File: src/rtl/segment_display_if.sv
// Processor-to-display bundle: result nibbles, update strobe and enable in,
// multiplexed anode/cathode drive and frame marker out.
interface segment_display_if;
    logic [3:0] first_segment;
    logic [3:0] second_segment;
    logic       update;
    logic       enable;
    logic [1:0] anode;
    logic [6:0] cathode;
    logic       frame_done;

    modport master (
        output first_segment, second_segment, update, enable,
        input  anode, cathode, frame_done
    );

    modport slave (
        input  first_segment, second_segment, update, enable,
        output anode, cathode, frame_done
    );
endinterface

File: src/rtl/segment_display_driver.sv
// Two-digit common-anode seven-segment driver with a shadow buffer that is
// committed only at frame boundaries, plus blanking gaps between digit slots.
module segment_display_driver #(
    parameter int REFRESH_DIV  = 50000,
    parameter int BLANK_CYCLES = 4
) (
    input  logic             fast_clock,
    input  logic             clear,
    segment_display_if.slave bus
);

    localparam int CW = $clog2(REFRESH_DIV);
    localparam logic [CW-1:0] SLOT_LAST  = CW'(REFRESH_DIV - 1);
    localparam logic [CW-1:0] BLANK_LAST = CW'(BLANK_CYCLES - 1);

    typedef enum logic [1:0] {BLANK_0, SHOW_0, BLANK_1, SHOW_1} state_t;

    state_t        state_q, state_d;
    logic [CW-1:0] cnt_q, cnt_d;
    logic [7:0]    shadow_q;
    logic [7:0]    display_q;
    logic          pending_q;
    logic [1:0]    anode_q;
    logic [6:0]    cathode_q;
    logic          frame_done_q;
    logic          commit;

    function automatic logic [6:0] decode(input logic [3:0] v);
        case (v)
            4'h0: decode = 7'h40;
            4'h1: decode = 7'h79;
            4'h2: decode = 7'h24;
            4'h3: decode = 7'h30;
            4'h4: decode = 7'h19;
            4'h5: decode = 7'h12;
            4'h6: decode = 7'h02;
            4'h7: decode = 7'h78;
            4'h8: decode = 7'h00;
            4'h9: decode = 7'h10;
            4'hA: decode = 7'h08;
            4'hB: decode = 7'h03;
            4'hC: decode = 7'h46;
            4'hD: decode = 7'h21;
            4'hE: decode = 7'h06;
            default: decode = 7'h0E;
        endcase
    endfunction

    // The slot counter runs across blank and show; it restarts on entry to each blank.
    always_comb begin
        state_d = state_q;
        cnt_d   = cnt_q + 1'b1;
        case (state_q)
            BLANK_0: if (cnt_q == BLANK_LAST) state_d = SHOW_0;
            SHOW_0:  if (cnt_q == SLOT_LAST) begin state_d = BLANK_1; cnt_d = '0; end
            BLANK_1: if (cnt_q == BLANK_LAST) state_d = SHOW_1;
            default: if (cnt_q == SLOT_LAST) begin state_d = BLANK_0; cnt_d = '0; end
        endcase
    end

    assign commit = (state_q == SHOW_1) && (cnt_q == SLOT_LAST);

    // Outputs are computed from the next state so they line up with the state register.
    always_ff @(posedge fast_clock or negedge clear) begin
        if (!clear) begin
            state_q      <= BLANK_0;
            cnt_q        <= '0;
            shadow_q     <= '0;
            display_q    <= '0;
            pending_q    <= 1'b0;
            anode_q      <= 2'b11;
            cathode_q    <= 7'h7F;
            frame_done_q <= 1'b0;
        end else begin
            state_q <= state_d;
            cnt_q   <= cnt_d;

            if (commit) begin
                if (bus.update)
                    display_q <= {bus.second_segment, bus.first_segment};
                else if (pending_q)
                    display_q <= shadow_q;
                pending_q <= 1'b0;
            end else if (bus.update) begin
                shadow_q  <= {bus.second_segment, bus.first_segment};
                pending_q <= 1'b1;
            end

            frame_done_q <= (state_d == SHOW_1) && (cnt_d == SLOT_LAST);

            if (!bus.enable || state_d == BLANK_0 || state_d == BLANK_1) begin
                anode_q   <= 2'b11;
                cathode_q <= 7'h7F;
            end else if (state_d == SHOW_0) begin
                anode_q   <= 2'b10;
                cathode_q <= decode(display_q[3:0]);
            end else begin
                anode_q   <= 2'b01;
                cathode_q <= decode(display_q[7:4]);
            end
        end
    end

    assign bus.anode      = anode_q;
    assign bus.cathode    = cathode_q;
    assign bus.frame_done = frame_done_q;

endmodule

File: src/flat_wrapper.sv
// flat-port wrapper written by rule: the top's interface ports become plain ports
module segment_display_driver_flat 
#(
    parameter int REFRESH_DIV  = 50000,
    parameter int BLANK_CYCLES = 4
)
  (fast_clock, clear, bus_first_segment, bus_second_segment, bus_update, bus_enable, bus_anode, bus_cathode, bus_frame_done);
  segment_display_if bus_i ();
  input  logic fast_clock;
  input  logic clear;
  input wire logic [$bits(bus_i.first_segment)-1:0] bus_first_segment;
  input wire logic [$bits(bus_i.second_segment)-1:0] bus_second_segment;
  input wire logic [$bits(bus_i.update)-1:0] bus_update;
  input wire logic [$bits(bus_i.enable)-1:0] bus_enable;
  output wire logic [$bits(bus_i.anode)-1:0] bus_anode;
  output wire logic [$bits(bus_i.cathode)-1:0] bus_cathode;
  output wire logic [$bits(bus_i.frame_done)-1:0] bus_frame_done;
  assign bus_i.first_segment = bus_first_segment;
  assign bus_i.second_segment = bus_second_segment;
  assign bus_i.update = bus_update;
  assign bus_i.enable = bus_enable;
  assign bus_anode = bus_i.anode;
  assign bus_cathode = bus_i.cathode;
  assign bus_frame_done = bus_i.frame_done;
  segment_display_driver #(.REFRESH_DIV(REFRESH_DIV), .BLANK_CYCLES(BLANK_CYCLES)) u_core (.fast_clock(fast_clock), .clear(clear), .bus(bus_i));
endmodule
File: config.mk
export PLATFORM = sky130hd
export DESIGN_NAME = segment_display_driver_flat
export DESIGN_NICKNAME = d
export VERILOG_FILES = /design/src/rtl/segment_display_if.sv /design/src/rtl/segment_display_driver.sv /design/src/flat_wrapper.sv
export SDC_FILE = /design/constraint.sdc
export NUM_CORES = 1
export LEC_CHECK = 0
export ABC_AREA = 0
export CAP_MARGIN = 10
export CORE_UTILIZATION = 60
export CTS_BUF_LIST = sky130_fd_sc_hd__clkbuf_4
export DETAILED_ROUTE_END_ITERATION = 7
export PLACE_DENSITY = 0.82
export SLEW_MARGIN = 20
export SYNTH_ARGS = -nofsm -noshare
export SYNTH_HDL_FRONTEND = slang
export SYNTH_SLANG_ARGS = --single-unit
File: constraint.sdc
create_clock -name fast_clock -period 3 [get_ports fast_clock]
set_input_delay 0.3 -clock fast_clock [delete_from_list [all_inputs] [get_ports fast_clock]]
set_output_delay 0.3 -clock fast_clock [all_outputs]
set_load 0.1 [all_outputs]
After elaboration in Yosys (flattened, before gate mapping). Memory sizes are Yosys's and may differ from the RTL's. Index checks and enable logic that the tools add are counted.

Muxes and demuxes: 15. Bitwise logic cells: 1. Eq/ne operators: 9. Reduce and logical (&&, ||, !) cells: 12. Add/sub/neg operators: 1.

Operator list (number): 16-bit equality test, second input constant (2); 16-bit two-way mux (2); 16-bit by 1-bit adder with 16-bit output, second input constant (1); 16-bit by 2-bit equality test with 1-bit output, second input constant (1); 8-bit two-way mux (2); 7-bit two-way mux (2); 2-bit two-way mux (6); 2-bit equality test, second input constant (4); 2-bit case mux with 3 select lines (1); 2-bit by 1-bit equality test with 1-bit output, second input constant (2); 2-bit zero test (2); 2-bit AND reduction (2); 2-bit nonzero test (2); 1-bit logical AND (2); 1-bit logical OR (2); 1-bit two-way mux (2); 2-bit OR reduction (1); 1-bit zero test (1); 1-bit NOT (1).

Memories kept: 2. Bits of input ports: 12. Memory bits (read-only): 224. Output and inout bits: 10. Register bits: 45.

Memory list: (name not given) (depth 16, bits a word 7, rd ports 1, clocked after Yosys merged registers in 0, wr ports 0, line segment_display_driver.sv:29) `case (v)`; (name not given) (depth 16, bits a word 7, rd ports 1, clocked after Yosys merged registers in 0, wr ports 0, line segment_display_driver.sv:29).

Longest topological paths before layout.
Word-level depth: 7. Gate-level depth with buffers: 7. Mapped depth without buffers: 7.

Least setup slack after synthesis. OpenSTA, ideal clock, no wires.

Path type: flip-flop to flip-flop. From: reg u_core.cnt_q[0]. To: reg u_core.display_q[2]. Cell stages (with the launch flop): 7. Required time: 2875 ps. Setup time: 125 ps. Setup slack: 895 ps. Period minus slack after synthesis: 2105 ps. Arrival time: 1980 ps. Path through: dfrtp_1 -> ha_1 -> nand3_2 -> or2_4 -> or4_4 -> buf_6 -> mux2_4.

Longest elaborated chain between the ends: 3.

Ends and longest elaborated chain: from (decl) (line segment_display_driver.sv:19) `logic [CW-1:0] cnt_q, cnt_d;`; from (signal assigned) (line segment_display_driver.sv:76) `cnt_q <= cnt_d;`; 16-bit equality test (line segment_display_driver.sv:61) `assign commit = (state_q == SHOW_1) && (cnt_q == SLOT_LAST);`; 1-bit logical AND (line segment_display_driver.sv:61); 2-bit AND reduction (no source line); to (signal assigned) (line segment_display_driver.sv:80) `display_q <= {bus.second_segment, bus.first_segment};`; to (signal assigned) (line segment_display_driver.sv:82) `display_q <= shadow_q;`; to (decl) (line segment_display_driver.sv:21) `logic [7:0] display_q;`.

Every way passes these cells. A chain may end at the register's enable or synchronous reset.

Worst setup path in the final report.
From: reg u_core.cnt_q[0]. To: reg u_core.display_q[3].

The elaborated chain is that of the path after synthesis.

==> impl_metrics.py <==
metrics = {
    "logic_synthesis": {
        "synth_compound_area_share_pct": 9.35,
        "synthCells": 248,
        "synth_xor_area_share_pct": 5.08,
        "yosysWarnings": 0,
        "synth_top_family_by_area": "simple AND/OR/NAND/NOR gates",
        "postSynthAreaPerCell_um2": 10.4,
        "yosysSeqAreaShare_pct": 44.0,
        "synth_cell_types": 48,
        "synth_adder_area_share_pct": 6.30,
        "synthSimpleGateAreaFrac_pct": 17.9,
        "synth.area.mux_share_pct": 13.4,
        "synth_area_um2": 2580,
        "synth_edf_count": 0,
        "async_reset_ff_share_pct": 100,
        "ys.flop_type": "dfrtp_1",
        "synth_nets": 273,
        "synth-seq-cells": 45,
    },
    "sta": {
        "min_period_over_period_pct": 75.6,
        "fmax_ghz": 0.441,
        "final.setup.worst_slack_ns": 0.733,
        "setup_tns_ns": 0,
        "setup_viol": 0,
        "slew_headroom_pct": 36.1,
        "period_needed_ns": 2.27,
        "rsz0062_at_grt": "no",
        "slew_viol_final": 0,
        "max_slew.worst_pin.slew_ns": 0.955,
        "skew_ns": 0.0119,
        "hold_violations": 0,
    },
    "floorplanning": {
        "rows": 23,
        "die_y_um": 67.6,
        "initial_utilization_pct": 63.7,
        "core_um2": 4060,
        "dieArea_um2": 4570,
        "die_w_um": 67.6,
        "io_pins": 22,
    },
    "setup_path": {
        "crit_required_ns": 3.26,
        "end_kind": "flop",
        "arrival_ns": 2.53,
        "setup.worst_path.start_class": "flop",
        "startpoint": "u_core.cnt_q[0]",
        "crit_type": "reg -> reg",
        "reg2reg_from": "u_core.cnt_q[0]",
        "path_max_fanout": 8,
    },
    "routing": {
        "dr.pass1.iters": 4,
        "ant_nets": 0,
        "dr.first_iter.drc_count": 148,
        "drt-wirelength-per-cell_um": 15.5,
        "drc": 0,
        "via_per_inst": 5.89,
        "vias": 1855,
        "wl_um": 4900,
    },
    "clock_tree": {
        "cts_max_path_buffers": 2,
        "cts_buffers": 5,
        "cts_root_buffer": "clkbuf_4",
        "clock_latency_ns": 0.37,
        "cts_max_level": 2,
        "cts_hold_buffers": 0,
        "cts_tree": "yes",
        "cts_resized": 0,
        "cts_setup_buffers": 0,
        "clk_pin_slew_ns": 0.14,
        "cts_sinks": 45,
    },
    "global_routing": {
        "grt_pass1_wl_um": 8170,
        "grt_max_degree": 46,
        "grt_overflow_total": 0,
        "grt.total_usage_pct": 24.4,
        "antenna_found_initial": 0,
        "first_global_vias": 1716,
    },
    "cells_and_area": {
        "nNetsFinal": 289,
        "diodes": 0,
        "n_fill_cell": 323,
        "areaGrowthSynthToFinish_pct": 9.64,
        "ff_latch_area_um2": 1140,
        "multi_input_area_um2": 1340,
        "drive_above_1_share_pct": 19.2,
        "final_util_pct": 69.8,
    },
    "power": {
        "leakage_nw": 1.24,
        "peakVddDrop_mv": 0.239,
        "power_density_nw_per_um2": 403,
    },
    "min_path": {
        "holdCritPathClass": "in -> async",
    },
    "place": {
        "pre_cts_ws_ns": 0.787,
        "dp_hpwl_um": 3560,
        "place_congestion": 0.923,
        "port_buffers": 21,
    },
    "flow_run": {
        "cap_violations": 0,
    },
    "outcome": {
        "status": "finished clean",
    },
}
==> where the power goes <==
| part | total (mW) | switching [mW] | internal, mW |
|---|---|---|---|
| combinational | 0.193 | 0.122 | 0.0713 |
| clock | 0.291 | 0.201 | 0.0894 |
| sequential | 0.658 | 0.0210 | 0.637 |
| total | 1.14 | 0.344 | 0.798 |
==> logic make-up after synthesis <==
family	count (synthesis)
adder cells (fa/ha/maj)	13
multiplexers	30
AO/OA/AOI/OAI	35
buffers and inverters	24
XOR/XNOR	15
AND/OR/NAND/NOR	86
flip-flops	45
==> per-stage QoR <==
step                instance area [um^2]  total power [mW]  hold slack (ns)  cells
finish                              2830              1.14           0.0605    315
global placement                    2780             0.858            0.486    307
global route                        2830              1.19            0.142    315
floorplan                           2580             0.806          0.00441    248
CTS                                 2830              1.15           0.0988    315
detailed placement                  2780             0.864            0.494    307
==> path summary, 6_finish.rpt <==
kind	to	slack, ns	cells past startpoint
setup / recovery	u_core.display_q[3]	0.73	5
hold / removal	u_core.cnt_q[14]	0.06	1
setup reg to reg	u_core.display_q[3]	0.73	5
hold reg to reg	u_core.shadow_q[1]	0.52	1
max in group asynchronous	u_core.display_q[2]	2.34	1
min in group fast_clock	u_core.shadow_q[1]	0.52	1
==> layout make-up <==
type / instances / share of cell area, %
clock buffer: 5 / 1.33
inverter: 10 / 1.33
tap: 50 / 2.21
sequential: 45 / 40.2
timing repair buffer: 23 / 6.98
multi-input combinational: 179 / 47.4
clock inverter: 3 / 0.574
==> layout by cell type, fill, tap and decap left out, types with 3 or more instances in the layout <==
master,n
a211oi_1,4
nor4_1,6
a221oi_1,4
nor2b_1,3
clkbuf_4,5
o311ai_0,3
mux2_2,14
nand2_1,16
dfstp_2,9
clkdlybuf4s50_1,11
and3_1,3
o21ai_0,12
xnor2_1,9
dfrtp_1,36
mux2_4,3
nand4_1,4
nand3_1,7
inv_1,10
nor3_1,6
buf_4,11
nor2_1,22
xor2_1,6
mux2i_1,12
a21oi_1,3
nand2b_1,3
ha_1,13
==> synth_stat cells (6+ instances only) <==
cell / instances / share of area [%]
nor3_1: 6 / 1.2
xor2_1: 6 / 2.0
dfstp_2: 9 / 9.2
clkbuf_1: 9 / 1.3
ha_1: 13 / 6.3
nor2_1: 22 / 3.2
inv_1: 10 / 1.5
dfrtp_1: 36 / 35
mux2i_1: 12 / 4.6
xnor2_1: 9 / 3.1
mux2_2: 14 / 6.1
o21ai_0: 12 / 2.3
nor4_1: 6 / 1.5
nand3_1: 7 / 1.4
nand2_1: 16 / 2.3
==> state kept, by name, summed over array words and instances, names as in the netlist <==
signal,count
u_core.cnt_q,16
u_core.display_q,8
u_core.shadow_q,8
u_core.bus.cathode,7
u_core.bus.anode,2
u_core.state_q,2
u_core.bus.frame_done,1
u_core.pending_q,1
==> critical path, cell delays in order, from the launching register on <==
cell     delay (ns)
dfrtp_1        0.50
ha_1           0.29
nand3_2        0.13
or2_4          0.29
or4_4          0.61
mux2_4         0.33
==> routing by layer <==
layer	routed length [um]	track usage [%]	up-vias
met5	0	0	-
li1	-	-	911
met1	2350	33.7	886
met3	266	5.07	4
met2	2230	37.6	54
met4	52	8.51	0
No activity file was read; power rests on OpenSTA's default activity.
